<file path="src/rtl/mult_sequencer.sv">
// Unsigned IN_W x IN_W shift-add multiplier with saturating OUT_W-bit result and overflow flag.
// One product per IN_W+2 cycles; start is sampled only in IDLE, so there is no queuing.
module mult_sequencer #(
  parameter int IN_W  = 8,
  parameter int OUT_W = 7
) (
  input  logic             clk,
  input  logic             rst,
  input  logic             start,
  input  logic             clr,
  input  logic [IN_W-1:0]  a,
  input  logic [IN_W-1:0]  b,
  output logic             busy,
  output logic             done,
  output logic [OUT_W-1:0] result,
  output logic             ovf
);

  localparam int CW = (IN_W > 1) ? $clog2(IN_W) : 1;

  localparam logic [1:0] IDLE = 2'd0;
  localparam logic [1:0] CALC = 2'd1;
  localparam logic [1:0] DONE = 2'd2;

  localparam logic [CW-1:0] LAST = CW'(IN_W - 1);

  logic [1:0]        state_q, state_d;
  logic [IN_W-1:0]   a_q, a_d;
  logic [IN_W-1:0]   b_q, b_d;
  logic [2*IN_W-1:0] acc_q, acc_d;
  logic [CW-1:0]     cnt_q, cnt_d;
  logic [OUT_W-1:0]  result_q, result_d;
  logic              ovf_q, ovf_d;

  logic [2*IN_W-1:0] sum;
  logic              sat;

  always_comb begin
    state_d  = state_q;
    a_d      = a_q;
    b_d      = b_q;
    acc_d    = acc_q;
    cnt_d    = cnt_q;
    result_d = result_q;
    ovf_d    = ovf_q;

    // Accumulator after the current step; on the last step this is the full product.
    sum = acc_q + (b_q[0] ? ({{IN_W{1'b0}}, a_q} << cnt_q) : '0);
    sat = |sum[2*IN_W-1:OUT_W];

    case (state_q)
      IDLE: begin
        if (start && !clr) begin
          a_d     = a;
          b_d     = b;
          acc_d   = '0;
          cnt_d   = '0;
          state_d = CALC;
        end
      end
      CALC: begin
        if (clr) begin
          state_d = IDLE;
        end else begin
          acc_d = sum;
          b_d   = b_q >> 1;
          cnt_d = cnt_q + 1'b1;
          if (cnt_q == LAST) begin
            ovf_d    = sat;
            result_d = sat ? '1 : sum[OUT_W-1:0];
            state_d  = DONE;
          end
        end
      end
      DONE:    state_d = IDLE;
      default: state_d = IDLE;
    endcase
  end

  always_ff @(posedge clk or posedge rst) begin
    if (rst) begin
      state_q  <= IDLE;
      a_q      <= '0;
      b_q      <= '0;
      acc_q    <= '0;
      cnt_q    <= '0;
      result_q <= '0;
      ovf_q    <= 1'b0;
    end else begin
      state_q  <= state_d;
      a_q      <= a_d;
      b_q      <= b_d;
      acc_q    <= acc_d;
      cnt_q    <= cnt_d;
      result_q <= result_d;
      ovf_q    <= ovf_d;
    end
  end

  assign busy   = (state_q != IDLE);
  assign done   = (state_q == DONE);
  assign result = result_q;
  assign ovf    = ovf_q;

endmodule
</file>
<file path="config.mk">
export PLATFORM = sky130hd
export DESIGN_NAME = mult_sequencer
export DESIGN_NICKNAME = d
export VERILOG_FILES = /design/src/rtl/mult_sequencer.sv
export SDC_FILE = /design/constraint.sdc
export NUM_CORES = 1
export LEC_CHECK = 0
export CAP_MARGIN = 25
export CORE_MARGIN = 1
export CORE_UTILIZATION = 50
export DETAILED_ROUTE_END_ITERATION = 8
export PLACE_DENSITY_LB_ADDON = 0.05
export SLEW_MARGIN = 20
export SYNTH_ARGS = -nofsm -noshare
export SYNTH_HDL_FRONTEND = slang
export SYNTH_SLANG_ARGS = --single-unit
</file>
<file path="constraint.sdc">
create_clock -name clk -period 3.3 [get_ports clk]
set_input_delay 0.495 -clock clk [delete_from_list [all_inputs] [get_ports clk]]
set_output_delay 0.495 -clock clk [all_outputs]
set_load 0.1 [all_outputs]
</file>
=== Word level (Yosys, flattened, before mapping) ===
Index checks and enable logic that the tools add are counted.

* Flip-flop bits (word level): 45
* Latch bits: 0
* Bits in writable memories: 0
* Memory bits (read-only): 0
* Bits of input ports: 20
* Output and inout bits: 10
* Logic and storage cells: 42
* Memories: 0

* $add $sub $neg: 2
* Multiply operators: 0
* Divide/modulo/power cells: 0
* Order comparisons: 0
* Equal/unequal tests: 6
* Shifts and indexed selects: 1
* Mux-type cells: 15
* Bitwise operators: 1
* Reductions and logical operators: 10

{| class="wikitable"
|+ Operators by type and width
! cell !! number
|-
| $mux W16 || 3
|-
| $pmux W16 S2 || 1
|-
| $add A16 B16 Y16 || 1
|-
| $mux W8 || 2
|-
| $pmux W8 S2 || 1
|-
| $shl A8 B3 Y16 || 1
|-
| $reduce_or A9 Y1 || 1
|-
| $mux W7 || 1
|-
| $mux W2 || 3
|-
| $mux W3 || 2
|-
| $pmux W3 S2 || 1
|-
| $reduce_and A3 Y1 || 2
|-
| $ne A2 B2 Y1 const B || 2
|-
| $pmux W2 S2 || 1
|-
| $reduce_and A2 Y1 || 2
|-
| $reduce_bool A2 Y1 || 2
|-
| $add A3 B1 Y3 const B || 1
|-
| $eq A3 B3 Y1 const B || 1
|-
| $ne A3 B3 Y1 const B || 1
|-
| $eq A2 B1 Y1 const B || 1
|-
| $eq A2 B2 Y1 const B || 1
|-
| $logic_not A2 Y1 || 1
|-
| $logic_and A1 B1 Y1 || 1
|-
| $logic_not A1 Y1 || 1
|-
| $not A1 Y1 || 1
|}

=== Depth between registers and ports, before layout ===
Gate-level depths: netlist of run 1.

* Word-level depth: 5
* Mapped depth: 15
* Mapped depth without buffers: 13

=== Worst setup path after synthesis of run 1 ===
No wires, ideal clock.

* Path kind: reg2reg
* From: register cnt_q[0]
* To: register result_q[0], in the netlist result[0]
* Setup time: 0.139 ns
* Data arrival time: 3.373 ns
* Data required time: 3.161 ns
* Setup slack: -0.212 ns
* Cell stages (with the launch flop): 15
* Buffers on the path: 1
* Period minus slack after synthesis: 3.512 ns
* Cell sequence: dfrtp_1 buf_1 mux2i_1 nor2b_1 nand3b_1 o21ai_0 and2_1 ha_1 a21oi_1 o21a_1 o211ai_2 a21o_1 a2111o_1 a2111oi_4 a21oi_1

* Longest elaborated chain between the ends: 5
* Elaborated cells between the ends (all ways): 7
* Classes of those cells: 1 x add/sub; 1 x eq/ne; 1 x shift; 2 x mux; 2 x reduce/logical

{| class="wikitable"
|+ RTL lines
! element !! line !! RTL
|-
| start: declaration || 31 || <nowiki>logic [CW-1:0] cnt_q, cnt_d;</nowiki>
|-
| start signal: assignment || 94 || <nowiki>cnt_q <= cnt_d;</nowiki>
|-
| $shl A8 B3 Y16 || 48 || <nowiki>sum = acc_q + (b_q[0] ? ({{IN_W{1'b0}}, a_q} << cnt_q) : '0);</nowiki>
|-
| $mux W16 || 48 ||
|-
| $add A16 B16 Y16 || 48 ||
|-
| $reduce_or A9 Y1 || 49 || <nowiki>sat = |sum[2*IN_W-1:OUT_W];</nowiki>
|-
| $mux W7 || 70 || <nowiki>result_d = sat ? '1 : sum[OUT_W-1:0];</nowiki>
|-
| end signal: assignment || 95 || <nowiki>result_q <= result_d;</nowiki>
|-
| end: declaration || 32 || <nowiki>logic [OUT_W-1:0] result_q, result_d;</nowiki>
|}

Parallel ways exist; a longest one is shown, timed or not.
A chain may end at the register's enable or synchronous reset.

=== Worst setup path after layout of run 1 ===
* From: register cnt_q[0]
* To: register result_q[1], in the netlist result[1]

Same word-level chain as after synthesis.

==> results of run 1 <==
cell usage after synthesis, drive strengths merged, types with 3 or more instances:
library cell and n:
nor2b 7, nand3 6, mux2 13, nand2b 4
nor3 3, a22o 4, and2 5, o31ai 7
dfrtp 45, o211ai 9, a21oi 25, o211a 3
ha 17, nand4 3, clkbuf 10, o21ai 20
a21o 4, xnor2 6, xor2 4, nand2 39
inv 8, nor2 30, mux2i 13, and3 3
a211oi 4, buf 5
cell type report:
| cell class | instances | area [sq um] | area share (%) |
|---|---|---|---|
| clock buffers | 7 | 76.3 | 1.83 |
| flip-flops and latches | 45 | 1130 | 27.1 |
| repair buffers | 89 | 790 | 19.0 |
| inverters | 8 | 30.0 | 0.721 |
| clock inverters | 1 | 7.51 | 0.180 |
| well taps | 72 | 90.1 | 2.16 |
| multi-input cells | 253 | 2040 | 49.1 |
routing by layer:
layer / global-route usage, % / wire length [microns]
met5: 0 / 0
met4: 7.45 / 148
met3: 3.56 / 223
met2: 42.7 / 3910
met1: 35.4 / 3660
power groups by stage:
| stage | Combinational (mW) | Sequential (mW) | Clock [mW] |
|---|---|---|---|
| 2_1_floorplan | 0.608 | 0.762 | 0 |
| 3_3_place_gp | 1.02 | 0.757 | 0 |
| 3_5_place_dp | 1.03 | 0.760 | 0 |
| 4_1_cts | 1.24 | 0.771 | 0.350 |
| 5_1_grt | 1.46 | 0.795 | 0.366 |
| 6_report | 1.36 | 0.781 | 0.344 |
worst paths after layout:
path                        endpoint  slack (ns)  depth (start not counted)
max in group asynchronous   acc_q[6]        2.29                          3
hold / removal                b_q[2]        0.49                          2
min in group asynchronous   cnt_q[1]        0.52                          2
hold reg to reg               b_q[2]        0.49                          2
setup / recovery           result[1]       -0.07                         14
setup reg to reg           result[1]       -0.07                         14
what timing repair did:
| item | 4_1_cts | 5_1_grt |
|---|---|---|
| cloned | 0 | 0 |
| setup buffers | 7 | 4 |
| gates resized for setup | 40 | 20 |
| pin swaps | 22 | 13 |
| setup endpoints to repair | 8 | 10 |
registers in the layout, summed over array words and instances (netlist names):
signal	cells
acc_q	16
a_q	8
b_q	8
result	7
cnt_q	3
state_q	2
ovf	1
per-stage QoR:
step / total power, mW / util, % / hold WS [ns] / area, sq um
floorplan: 1.37 / - / 0.449 / 2970
global placement: 1.77 / 65.1 / 0.461 / 3650
detailed placement: 1.79 / 65.1 / 0.474 / 3650
global route: 2.62 / 74.2 / 0.531 / 4160
finish: 2.49 / 74.2 / 0.487 / 4160
CTS: 2.36 / 71.5 / 0.493 / 4010
logic make-up after synthesis:
kind of cell,Yosys count
adder cells (fa/ha/maj),18
XOR/XNOR,10
AO/OA/AOI/OAI,88
multiplexers,26
flip-flops,45
AND/OR/NAND/NOR,111
buffers and inverters,23
critical path, cell delays in order (launching register included):
cell,delay (ns)
dfrtp_2,0.48
buf_6,0.15
mux2i_4,0.18
nor2b_4,0.13
buf_4,0.13
nor3b_4,0.24
ha_4,0.25
o211ai_1,0.26
o21a_2,0.23
o211a_1,0.23
o221ai_2,0.11
a2111o_1,0.39
a2111oi_4,0.22
buf_6,0.18
a21oi_1,0.07
==> metrics.yaml, run 1 <==
via_per_inst: 5.70
synthFlopType: "dfrtp_1"
antennaDiodeCount: 0
finalCritPeriodShare_pct: 102
numCtsBuffers: 5
synth_area_sq_um: 2960
internal_power_mw: 1.52
pwr-share-clk_pct: 13.8
setup_viol: 8
synthTopCellsByArea: "dfrtp_1, ha_1, mux2_2"
outcome: "finished, violations left"
layout_commonest_cell: "buf_4"
fin_ws_ns: -0.0719
cts_hold_buffers: 0
cp.arrival_ns: 3.56
antenna_found_initial: 0
die_area_sq_um: 6240
synth_fp_nets: 359
post_drt_wl_per_cell_microns: 16.7
cts.path.max_buffers: 2
core-area_sq_um: 5610
rows: 27
synth_seq_area_share_pct: 38.0
insertion_delay_ns: 0.30
dp_cells: 455
drtPass1Iterations: 5
failed_checks: "setup timing"
rsz0062_at_grt: "true"
synth_warnings: 0
drc: 0
relSlewSlack_pct: 34.8
synth-simple-area-share_pct: 17.7
cts_tree: "done"
ant_nets: 0
synth_edf_count: 0
die_h_microns: 79.0
synthAdderAreaFrac_pct: 7.85
syn2layout_area_growth_pct: 40.4
hp-start: "b_q[2]"
grt_overflow_total: 0
finalNonFillerCells: 475
io_pins: 30
vias: 2708
layout-drive-gt1-share_pct: 33.3
final_max_slew_viol_count: 0
critPathKind: "reg2reg"
synth_top_area_share_pct: 38.0
gp_congestion: 0.878
cap_viol_max_count: 0
initial_core_util_pct: 52.9
netlist_instances: 321
yosys.area.top_type: "dfrtp_1"
p_sw_share_pct: 39.1
switchingPower_mw: 0.972
place_ws_ns: -0.249
clk_pin_slew_worst_paths_ns: 0.08
die_w_microns: 79.0
powerDensity_nw_per_um2: 597
synth_top_family_by_area: "compound AO/OA/AOI/OAI gates"
synth_xor_area_share_pct: 2.95
r2r_start: "cnt_q[0]"
io_buffers: 29
htreeDepth: 2
max_freq_ghz: 0.297
final.setup.tns_ns: -0.509
synth_compound_area_share_pct: 21.0
fin_skew_ns: 0.00572
grt_usage_pct: 25.9
postSynth.asyncResetShare_pct: 100
worstHoldPathType: "reg2reg"
avgSynthCellArea_sq_um: 9.23
dr.first_iter.drc_count: 137
ys_types: 51
n_fill_cell: 402
synth-seq-cells: 45
grt_pass1_vias: 2623
dp_hpwl_microns: 5230
end_kind: "register"
cp-startpoint: "cnt_q[0]"
hold_viol: 0
worst-path-max-fanout: 8
cts.sink_count: 45
wirelength_microns: 7940
period_minus_slack_ns: 3.37
clock-root-buffer: "clkbuf_8"
p_leak_nw: 1.82
comb_power_share_pct: 54.8
worst_setup_path_start_kind: "register"
seqPwrFrac_pct: 31.4
worstPathRequired_ns: 3.49
worst_pin_slew_ns: 0.975
grt_max_degree: 46
grt_pass1_wl_microns: 12500
nNetsFinal: 440
layout_common_cells: "buf_4, dfrtp_1, nand2_1"
ir_worst_vdd_v: 0.000372
synth_mux_area_share_pct: 9.33
Power figures use the tool's default switching activity.
==> run 2, diff against run 1 <==
--- a/config.mk
+++ b/config.mk
@@ -11,3 +11,3 @@
 export DETAILED_ROUTE_END_ITERATION = 8
-export PLACE_DENSITY_LB_ADDON = 0.05
+export PLACE_DENSITY_LB_ADDON = 0.08
 export SLEW_MARGIN = 20
--- a/constraint.sdc
+++ b/constraint.sdc
@@ -3,2 +3,2 @@
 set_output_delay 0.495 -clock clk [all_outputs]
-set_load 0.1 [all_outputs]
+set_load 0.02 [all_outputs]
==> metrics.yaml, run 2 (synthesized netlist as in run 1, its figures left out) <==
die_area_sq_um: 6240  # unchanged
cp.buffers_inverters: 3  # unchanged
die_w_microns: 79.0  # unchanged
end_kind: "register"
grt_usage_pct: 26.7  # +0.85 points
grt_pass1_vias: 2659  # +1.4%
drc: 0  # unchanged
gp_congestion: 0.842  # -4.2%
cap_viol_max_count: 0  # unchanged
numCtsBuffers: 5  # unchanged
cp_top_family: "compound AO/OA/AOI/OAI gates"
syn2layout_area_growth_pct: 40.6  # about the same
rr_worst_depth: 15  # +1
insertion_delay_ns: 0.31  # about the same
relSlewSlack_pct: 63.6  # +29 points
cp-startpoint: "cnt_q[0]"
core-area_sq_um: 5610  # unchanged
final_area_sq_um: 4170  # about the same
ant_nets: 0  # unchanged
rr_endpoint: "result[2]"
cts_hold_buffers: 0  # unchanged
setup_viol: 8  # unchanged
grt_pass1_wl_microns: 12900  # +3.1%
dr.first_iter.drc_count: 167  # +22%
cts.path.max_buffers: 2  # unchanged
n_fill_cell: 400  # -0.50%
cts_tree: "done"
antenna_found_initial: 0  # unchanged
place_area_sq_um: 3630  # -0.68%
path_depth: 15  # +1
layout_commonest_cell: "buf_4"
nNetsFinal: 441  # +0.23%
finalCritPeriodShare_pct: 103  # +1.1 points
final_util_pct: 74.3  # about the same
io_pins: 30  # unchanged
powerDensity_nw_per_um2: 619  # +3.6%
via_per_inst: 5.58  # -2.1%
grt_max_degree: 46  # unchanged
hold-worst-slack_ns: 0.489  # +0.00184 ns
cp.arrival_ns: 3.60  # +0.04 ns
worstHoldPathType: "in2async"
period_minus_slack_ns: 3.41  # +0.0371 ns
worst-path-max-fanout: 8  # unchanged
worstPathRequired_ns: 3.49  # about the same
dp_cells: 453  # -0.44%
finalNonFillerCells: 476  # +0.21%
rsz0062_at_grt: "true"
critPathKind: "reg2reg"
r2r_slack_ns: -0.11  # -0.04 ns
final_max_slew_viol_count: 0  # unchanged
dp_hpwl_microns: 5200  # -0.48%
post_drt_wl_per_cell_microns: 16.3  # -2.7%
hold_viol: 0  # unchanged
fin_ws_ns: -0.109  # -0.0371 ns
clk_pin_slew_worst_paths_ns: 0.10  # +0.02 ns
initial_core_util_pct: 52.9  # unchanged
outcome: "finished, violations left"
vias: 2657  # -1.9%
layout_common_cells: "buf_4, dfrtp_1, nand2_1"
failed_checks: "setup timing"
largest_reg_flops: 16  # unchanged
layout-drive-gt1-share_pct: 32.9  # -0.33 points
slowest_stage: "dfrtp_2"
worst_pin_slew_ns: 0.545  # -0.429 ns
grt_overflow_total: 0  # unchanged
antennaDiodeCount: 0  # unchanged
htreeDepth: 2  # unchanged
ir_worst_vdd_v: 0.000364  # -2.0%
worst_setup_path_start_kind: "register"
endpoint: "result[2]"
cts.sink_count: 45  # unchanged
top_register: "acc_q"
clock-root-buffer: "clkbuf_8"
fin_skew_ns: 0.0103  # +0.00460 ns
io_buffers: 29  # unchanged
max_freq_ghz: 0.293  # -1.1%
top_regs: "acc_q (16), a_q (8), b_q (8)"
slowest_delay_ns: 0.46  # -0.02 ns
die_h_microns: 79.0  # unchanged
p_leak_nw: 1.84  # +0.82%
r2r_start: "cnt_q[0]"
drtPass1Iterations: 4  # -1
timing.critical_path.cells: "buf_6, mux2_4, nor2_4, a21oi_1, o211a_1, ha_4, buf_4, nand2_1, nand2_2, and3_4, o221ai_2, a2111o_1, a2111oi_4, buf_6, a21oi_1"
wirelength_microns: 7740  # -2.5%
rows: 27  # unchanged
run 2: power by group:
group / internal, mW / switching (mW)
Combinational: 0.672 / 0.623
Sequential: 0.664 / 0.111
Clock: 0.301 / 0.207
Total: 1.64 / 0.940
run 2: metal layers:
metal	share of wire, %	vias to the layer above	global-route usage [%]
li1	-	1328	-
met2	49	50	43.8
met1	46	1267	35.4
met4	2.0	0	10.5
met3	3.8	12	4.02
met5	0	-	0
run 2: through the flow:
stage                     setup slack [ns]  total power [mW]  TNS (ns)
after floorplan                     0.0219              1.33         0
after global placement              -0.208              1.71     -1.61
after detailed placement            -0.208              1.73     -1.58
after CTS                          -0.0109              2.44   -0.0192
after global routing                -0.221              2.73     -1.63
final                               -0.109              2.58    -0.744
run 2: worst min path at each step:
stage | start | endpoint | slack, ns | cells after the start
after global routing | rst | acc_q[7] | 0.53 | 2
after floorplan | b_q[1] | b_q[1] | 0.45 | 2
after global placement | b_q[6] | b_q[6] | 0.47 | 2
after detailed placement | b_q[6] | b_q[6] | 0.47 | 2
after CTS | b_q[6] | b_q[6] | 0.49 | 2
final | rst | acc_q[7] | 0.49 | 2
run 2: layout make-up:
type / count / area (sq um) / area share (%)
Multi-Input combinational cell: 253 / 2000 / 48.0
Sequential cell: 45 / 1130 / 27.1
Timing Repair Buffer: 90 / 787 / 18.9
Tap cell: 72 / 90.1 / 2.16
Clock buffer: 5 / 68.8 / 1.65
Clock inverter: 3 / 65.1 / 1.56
Inverter: 8 / 30.0 / 0.721
run 2: timing repair:
item / 4_1_cts / 5_1_grt
resized for setup: 45 / 14
setup buffers: 10 / 5
endpoints found under the setup margin: 8 / 8
pin swaps: 16 / 12
==> run 3, diff against run 2 <==
- MAX_ROUTING_LAYER: not set -> met4
==> metrics.yaml, run 3 (synthesized netlist as in run 1, its figures left out) <==
fin_ws_ns: -0.105  # +0.00361 ns
ir_worst_vdd_v: 0.000364  # -0.21%
hold_end: "b_q[6]"
layout_commonest_cell: "buf_4"
place_area_sq_um: 3630  # unchanged
largest_reg_flops: 16  # unchanged
grt_usage_pct: 27.6  # +0.82 points
die_area_sq_um: 6240  # unchanged
grt_pass1_vias: 2653  # -0.23%
antennaDiodeCount: 0  # unchanged
insertion_delay_ns: 0.31  # about the same
syn2layout_area_growth_pct: 40.6  # unchanged
drc: 0  # unchanged
fin_skew_ns: 0.00977  # -0.000555 ns
cap_viol_max_count: 0  # unchanged
rsz0062_at_grt: "true"
grt_max_degree: 46  # unchanged
multi_input_area_sq_um: 2000  # unchanged
rr_endpoint: "result[2]"
rr_worst_depth: 15  # unchanged
seq_area_sq_um: 1130  # unchanged
cts_tree: "done"
period_minus_slack_ns: 3.41  # -0.00361 ns
whs_path_depth: 2
cts_hold_buffers: 0  # unchanged
cts.sink_count: 45  # unchanged
finalNonFillerCells: 476  # unchanged
vias: 2681  # +0.90%
end_kind: "register"
finalCritPeriodShare_pct: 103  # -0.11 points
top_regs: "acc_q (16), a_q (8), b_q (8)"
via_per_inst: 5.63  # +0.90%
worst_pin_slew_ns: 0.561  # +0.0152 ns
cp.arrival_ns: 3.59  # about the same
worst-path-max-fanout: 8  # unchanged
critPathKind: "reg2reg"
drtPass1Iterations: 4  # unchanged
post_drt_wl_per_cell_microns: 16.3  # about the same
die_w_microns: 79.0  # unchanged
dp_hpwl_microns: 5200  # unchanged
worst_setup_path_start_kind: "register"
final_max_slew_viol_count: 0  # unchanged
htreeDepth: 2  # unchanged
finalPower_mw: 2.58  # about the same
p_leak_nw: 1.84  # unchanged
failed_checks: "setup timing"
hold_viol: 0  # unchanged
max_freq_ghz: 0.294  # +0.11%
clock-root-buffer: "clkbuf_8"
clk_pin_slew_worst_paths_ns: 0.09  # about the same
worstPathRequired_ns: 3.49  # about the same
dp_cells: 453  # unchanged
rows: 27  # unchanged
setup_viol: 8  # unchanged
initial_core_util_pct: 52.9  # unchanged
powerDensity_nw_per_um2: 618  # about the same
final_area_sq_um: 4170  # unchanged
antenna_found_initial: 0  # unchanged
io_buffers: 29  # unchanged
final_util_pct: 74.3  # unchanged
layout_common_cells: "buf_4, dfrtp_1, nand2_1"
place_ws_ns: -0.208  # unchanged
wirelength_microns: 7740  # about the same
relSlewSlack_pct: 62.6  # -1.0 points
core-area_sq_um: 5610  # unchanged
hp-start: "b_q[6]"
hold-worst-slack_ns: 0.489  # +0.0000110 ns
r2r_start: "cnt_q[0]"
ant_nets: 0  # unchanged
layout-drive-gt1-share_pct: 32.9  # unchanged
grt_overflow_total: 0  # unchanged
final.setup.tns_ns: -0.713  # +0.0306 ns
gp_congestion: 0.855  # +1.6%
worstHoldPathType: "reg2reg"
cts.path.max_buffers: 2  # unchanged
outcome: "finished, violations left"
grt_pass1_wl_microns: 12900  # +0.26%
r2r_slack_ns: -0.11  # about the same
top_register: "acc_q"
dr.first_iter.drc_count: 188  # +13%
io_pins: 30  # unchanged
die_h_microns: 79.0  # unchanged
nNetsFinal: 441  # unchanged
n_fill_cell: 400  # unchanged
numCtsBuffers: 5  # unchanged
## run 3: worst max path at each step
stage	slack (ns)	start	to	cells after the start
final	-0.11	cnt_q[0]	result[2]	15
after global routing	-0.22	cnt_q[0]	result[2]	14
after CTS	-0.01	cnt_q[0]	result[2]	15
after detailed placement	-0.21	cnt_q[0]	result[4]	14
after global placement	-0.21	cnt_q[0]	result[2]	12
after floorplan	0.02	cnt_q[0]	result[0]	13
## run 3: per-layer routing
metal,vias up,GRT usage (%),wire length [microns]
met2,55,43.6,3790
met1,1290,35.8,3510
li1,1323,-,-
met3,13,4.71,296
met4,0,9.45,148
met5,-,-,0
## run 3: layout make-up
class | instances | share of cell area (%)
multi-input cells | 253 | 48.0
flip-flops and latches | 45 | 27.1
repair buffers | 90 | 18.9
well taps | 72 | 2.16
clock buffers | 5 | 1.65
clock inverters | 3 | 1.56
inverters | 8 | 0.721
## run 3: what timing repair did
action	4_1_cts	5_1_grt
endpoints found under the setup margin	8	8
pin swaps	16	12
gates cloned	0	0
resized for setup	45	14
setup buffers	10	5
endpoints found under the hold margin	0	0
## run 3: where the power goes
| part | internal, mW | total (mW) | leakage (nW) | switching [mW] |
|---|---|---|---|---|
| Clock | 0.301 | 0.504 | 0.0681 | 0.203 |
| Combinational | 0.672 | 1.30 | 1.18 | 0.624 |
| Sequential | 0.664 | 0.775 | 0.591 | 0.111 |
| Total | 1.64 | 2.58 | 1.84 | 0.938 |
## run 3: worst max-delay path: stages, from the launching register on
cell and delay (ns):
dfrtp_2 0.46, buf_6 0.15, mux2_4 0.32, nor2_4 0.10, a21oi_1 0.07, o211a_1 0.29
ha_4 0.30, buf_4 0.14, nand2_1 0.06, nand2_2 0.12, and3_4 0.24, o221ai_2 0.11
a2111o_1 0.43, a2111oi_4 0.22, buf_6 0.19, a21oi_1 0.07
==> RTL edit (settings of run 1) <==
Change the parameter `OUT_W` from 7 to 14.
--- a/src/rtl/mult_sequencer.sv
+++ b/src/rtl/mult_sequencer.sv
@@ -4,3 +4,3 @@
   parameter int IN_W  = 8,
-  parameter int OUT_W = 7
+  parameter int OUT_W = 14
 ) (
Interface: changed (resized result); port bits go from 30 to 37. The function was not compared with the original's and may differ.
==> RTL edit against run 1 <==
Non-clock buffer count fell by 24. Total power is essentially flat. First-iteration DRC count rose by 10%. Routed wire length decreased by 9.2%. Sequential power rose by 15%. Area after synthesis grew 3.0%. Utilization decreased by 9.4 points. Cell area down 7.8%. Maximum frequency is 5.9% higher. Sequential share of layout area increased by 6.9 points. Sequential cell count grew 7. Worst setup slack improved by 190 ps. Critical path type unchanged.
==> RTL edit: results (changes against run 1) <==
status=complete, no violations (was complete, but fails checks); synth cell count leaders=52 x dfrtp_1, 43 x nand2_1, 29 x o21ai_0, 26 x nor2_1, 17 x ha_1 (was 45 x dfrtp_1, 39 x nand2_1, 30 x nor2_1, 25 x a21oi_1, 20 x o21ai_0); slowest cell on the critical path=dfrtp_2 (unchanged); Yosys Warn Count=0 (unchanged); vias in the first global route=2,452 (was 2,623); hold path endpoint=b_q[1] (was b_q[2]); GPL Wtd Cong=0.869 (was 0.878); Hold Slack=497 ps (was 487 ps); peak supply drop=0.000309 V (was 0.000372 V); power per standard cell area=649 nW/um^2 (was 597 nW/um^2); Num CTS Buffers=5 (unchanged); Post-DP HPWL=5.27 mm (was 5.23 mm); Syn Nets=362 (was 359); vias=2,585 (was 2,708); clock slew at reported path FFs=100 ps (was 80 ps); Seq/Total Area, Yosys=0.426 (was 0.380); Largest register FFs=16 (unchanged); proportion of layout cells with a drive suffix above 1=0.184 (was 0.333); Worst Path Arrival=3370 ps (was 3560 ps); Worst Hold Depth=2 (unchanged); largest net degree at the start of global routing=29 (was 46); Top FF cell, synth=dfrtp_1 (unchanged); diode count=0 (unchanged); Root Buffer=clkbuf_8 (unchanged); Async SR Flop Fraction=1.00 (unchanged); initial antenna violation count=0 (unchanged); CP peak stage delay=500 ps (was 480 ps); fillers=503 (was 402); flop-to-flop setup slack=110 ps (was -70 ps); crit-path max FO=8 (unchanged); GRT Total Usage=0.245 (was 0.259); pre-CTS setup slack=-14.3 ps (was -249 ps); Worst Hold Class=reg2reg (unchanged); Cell Int Power=1.44 mW (was 1.52 mW); H-tree levels=2 (unchanged); global-route wire length before repair=12.0 mm (was 12.5 mm); I/O Buffers=36 (was 29); Setup Skew=10.4 ps (was 5.72 ps); Top delay family on crit path=compound AO/OA/AOI/OAI gates (unchanged); clk_lat worst skew=310 ps; Reg with most FFs=acc_q (unchanged); Bufs on Longest Clock Path=2 (unchanged); drt pass-1 iters=4 (was 5); nets=417 (was 440); initial DRC count=151 (was 137); r2r startpoint=cnt_q[0] (unchanged); Reg-to-Reg End=result[13] (was result[1]); leakage=1.73 nW (was 1.82 nW); final wirelength=7.21 mm (was 7.94 mm); Worst Reg-to-Reg Cells=14 (unchanged); Worst Min Path Start=b_q[1] (was b_q[2]); Slew @ Worst Pin=965 ps (was 975 ps); Area contributors post-synth=dfrtp_1 43%, ha_1 7.0%, nand2_1 5.3%, o21ai_0 4.8%, mux2i_1 4.6% (was dfrtp_1 38%, ha_1 7.2%, mux2_2 4.9%, nand2_1 4.9%, mux2i_1 4.4%); Yosys cell types=45 (was 51)
## RTL edit: cell count changes after synthesis, sizes merged, moves of 4 or more
| cell | before | now |
|---|---|---|
| a21oi | 25 | 15 |
| a31oi | 0 | 16 |
| dfrtp | 45 | 52 |
| nand2 | 39 | 43 |
| nor2 | 30 | 26 |
| o211ai | 9 | 3 |
| o21ai | 20 | 29 |
## RTL edit: cell type report
class	count	share of cell area
clock buffers	6	0.0215
clock inverters	2	0.00391
inverters	6	0.00587
multi-input cells	249	0.452
flip-flops and latches	52	0.340
well taps	75	0.0245
repair buffers	65	0.153
## RTL edit: kinds of logic after synthesis
| family | Yosys count | synth area share |
|---|---|---|
| mux | 26 | 0.0902 |
| compound gates | 89 | 0.184 |
| flops | 52 | 0.426 |
| simple gates | 104 | 0.155 |
| xor+xnor | 12 | 0.0344 |
| buf+inv | 23 | 0.0340 |
| fa+ha+maj | 18 | 0.0762 |
## RTL edit: worst max-delay path by stage
stage,slack (ps),start,end
final,110,cnt_q[0],result[13]
after global routing,-10,cnt_q[0],result[13]
after global placement,100,cnt_q[0],result[13]
after floorplan,40,cnt_q[1],result[10]
after detailed placement,-10,cnt_q[0],result[13]
after CTS,20,cnt_q[0],result[13]
## RTL edit: power by group through the flow
| stage | Combinational, mW | Sequential, mW | Clock (mW) |
|---|---|---|---|
| after detailed placement | 1.09 | 0.900 | 0 |
| final | 1.19 | 0.902 | 0.398 |
| after global routing | 1.30 | 0.922 | 0.429 |
| after floorplan | 0.642 | 1.02 | 0 |
| after global placement | 1.07 | 0.894 | 0 |
| after CTS | 1.09 | 0.890 | 0.402 |
## RTL edit: routing by layer
layer | global-route usage | part of all wire | wire length [microns]
met1 | 0.335 | 0.46 | 3350
met2 | 0.400 | 0.49 | 3530
met3 | 0.0386 | 0.028 | 204
met4 | 0.0732 | 0.017 | 124
met5 | 0 | 0 | 0
## RTL edit: worst register-to-register path: cells and delay by family (launching register included)
family	cells	cell delay [ps]
fa+ha+maj	1	210
mux	2	440
simple gates	3	580
flops	1	500
compound gates	5	840
buf+inv	3	490
## RTL edit: through the flow
| step | TNS, ps | instance area (sq um) | std cells | utilization | total power [mW] |
|---|---|---|---|---|---|
| after floorplan | 0 | 3050 | 324 | - | 1.66 |
| after global placement | 0 | 3600 | 441 | 0.608 | 1.96 |
| after detailed placement | -14.3 | 3600 | 441 | 0.608 | 1.99 |
| after CTS | 0 | 3700 | 449 | 0.624 | 2.38 |
| after global routing | -39.3 | 3840 | 455 | 0.648 | 2.65 |
| final | 0 | 3840 | 455 | 0.648 | 2.49 |
## RTL edit: timing repair
| item | in CTS | in global routing |
|---|---|---|
| pin swaps | 0 | 6 |
| setup endpoints to repair | 10 | 18 |
| gates resized for setup | 1 | 21 |
| buffers inserted | 0 | 6 |
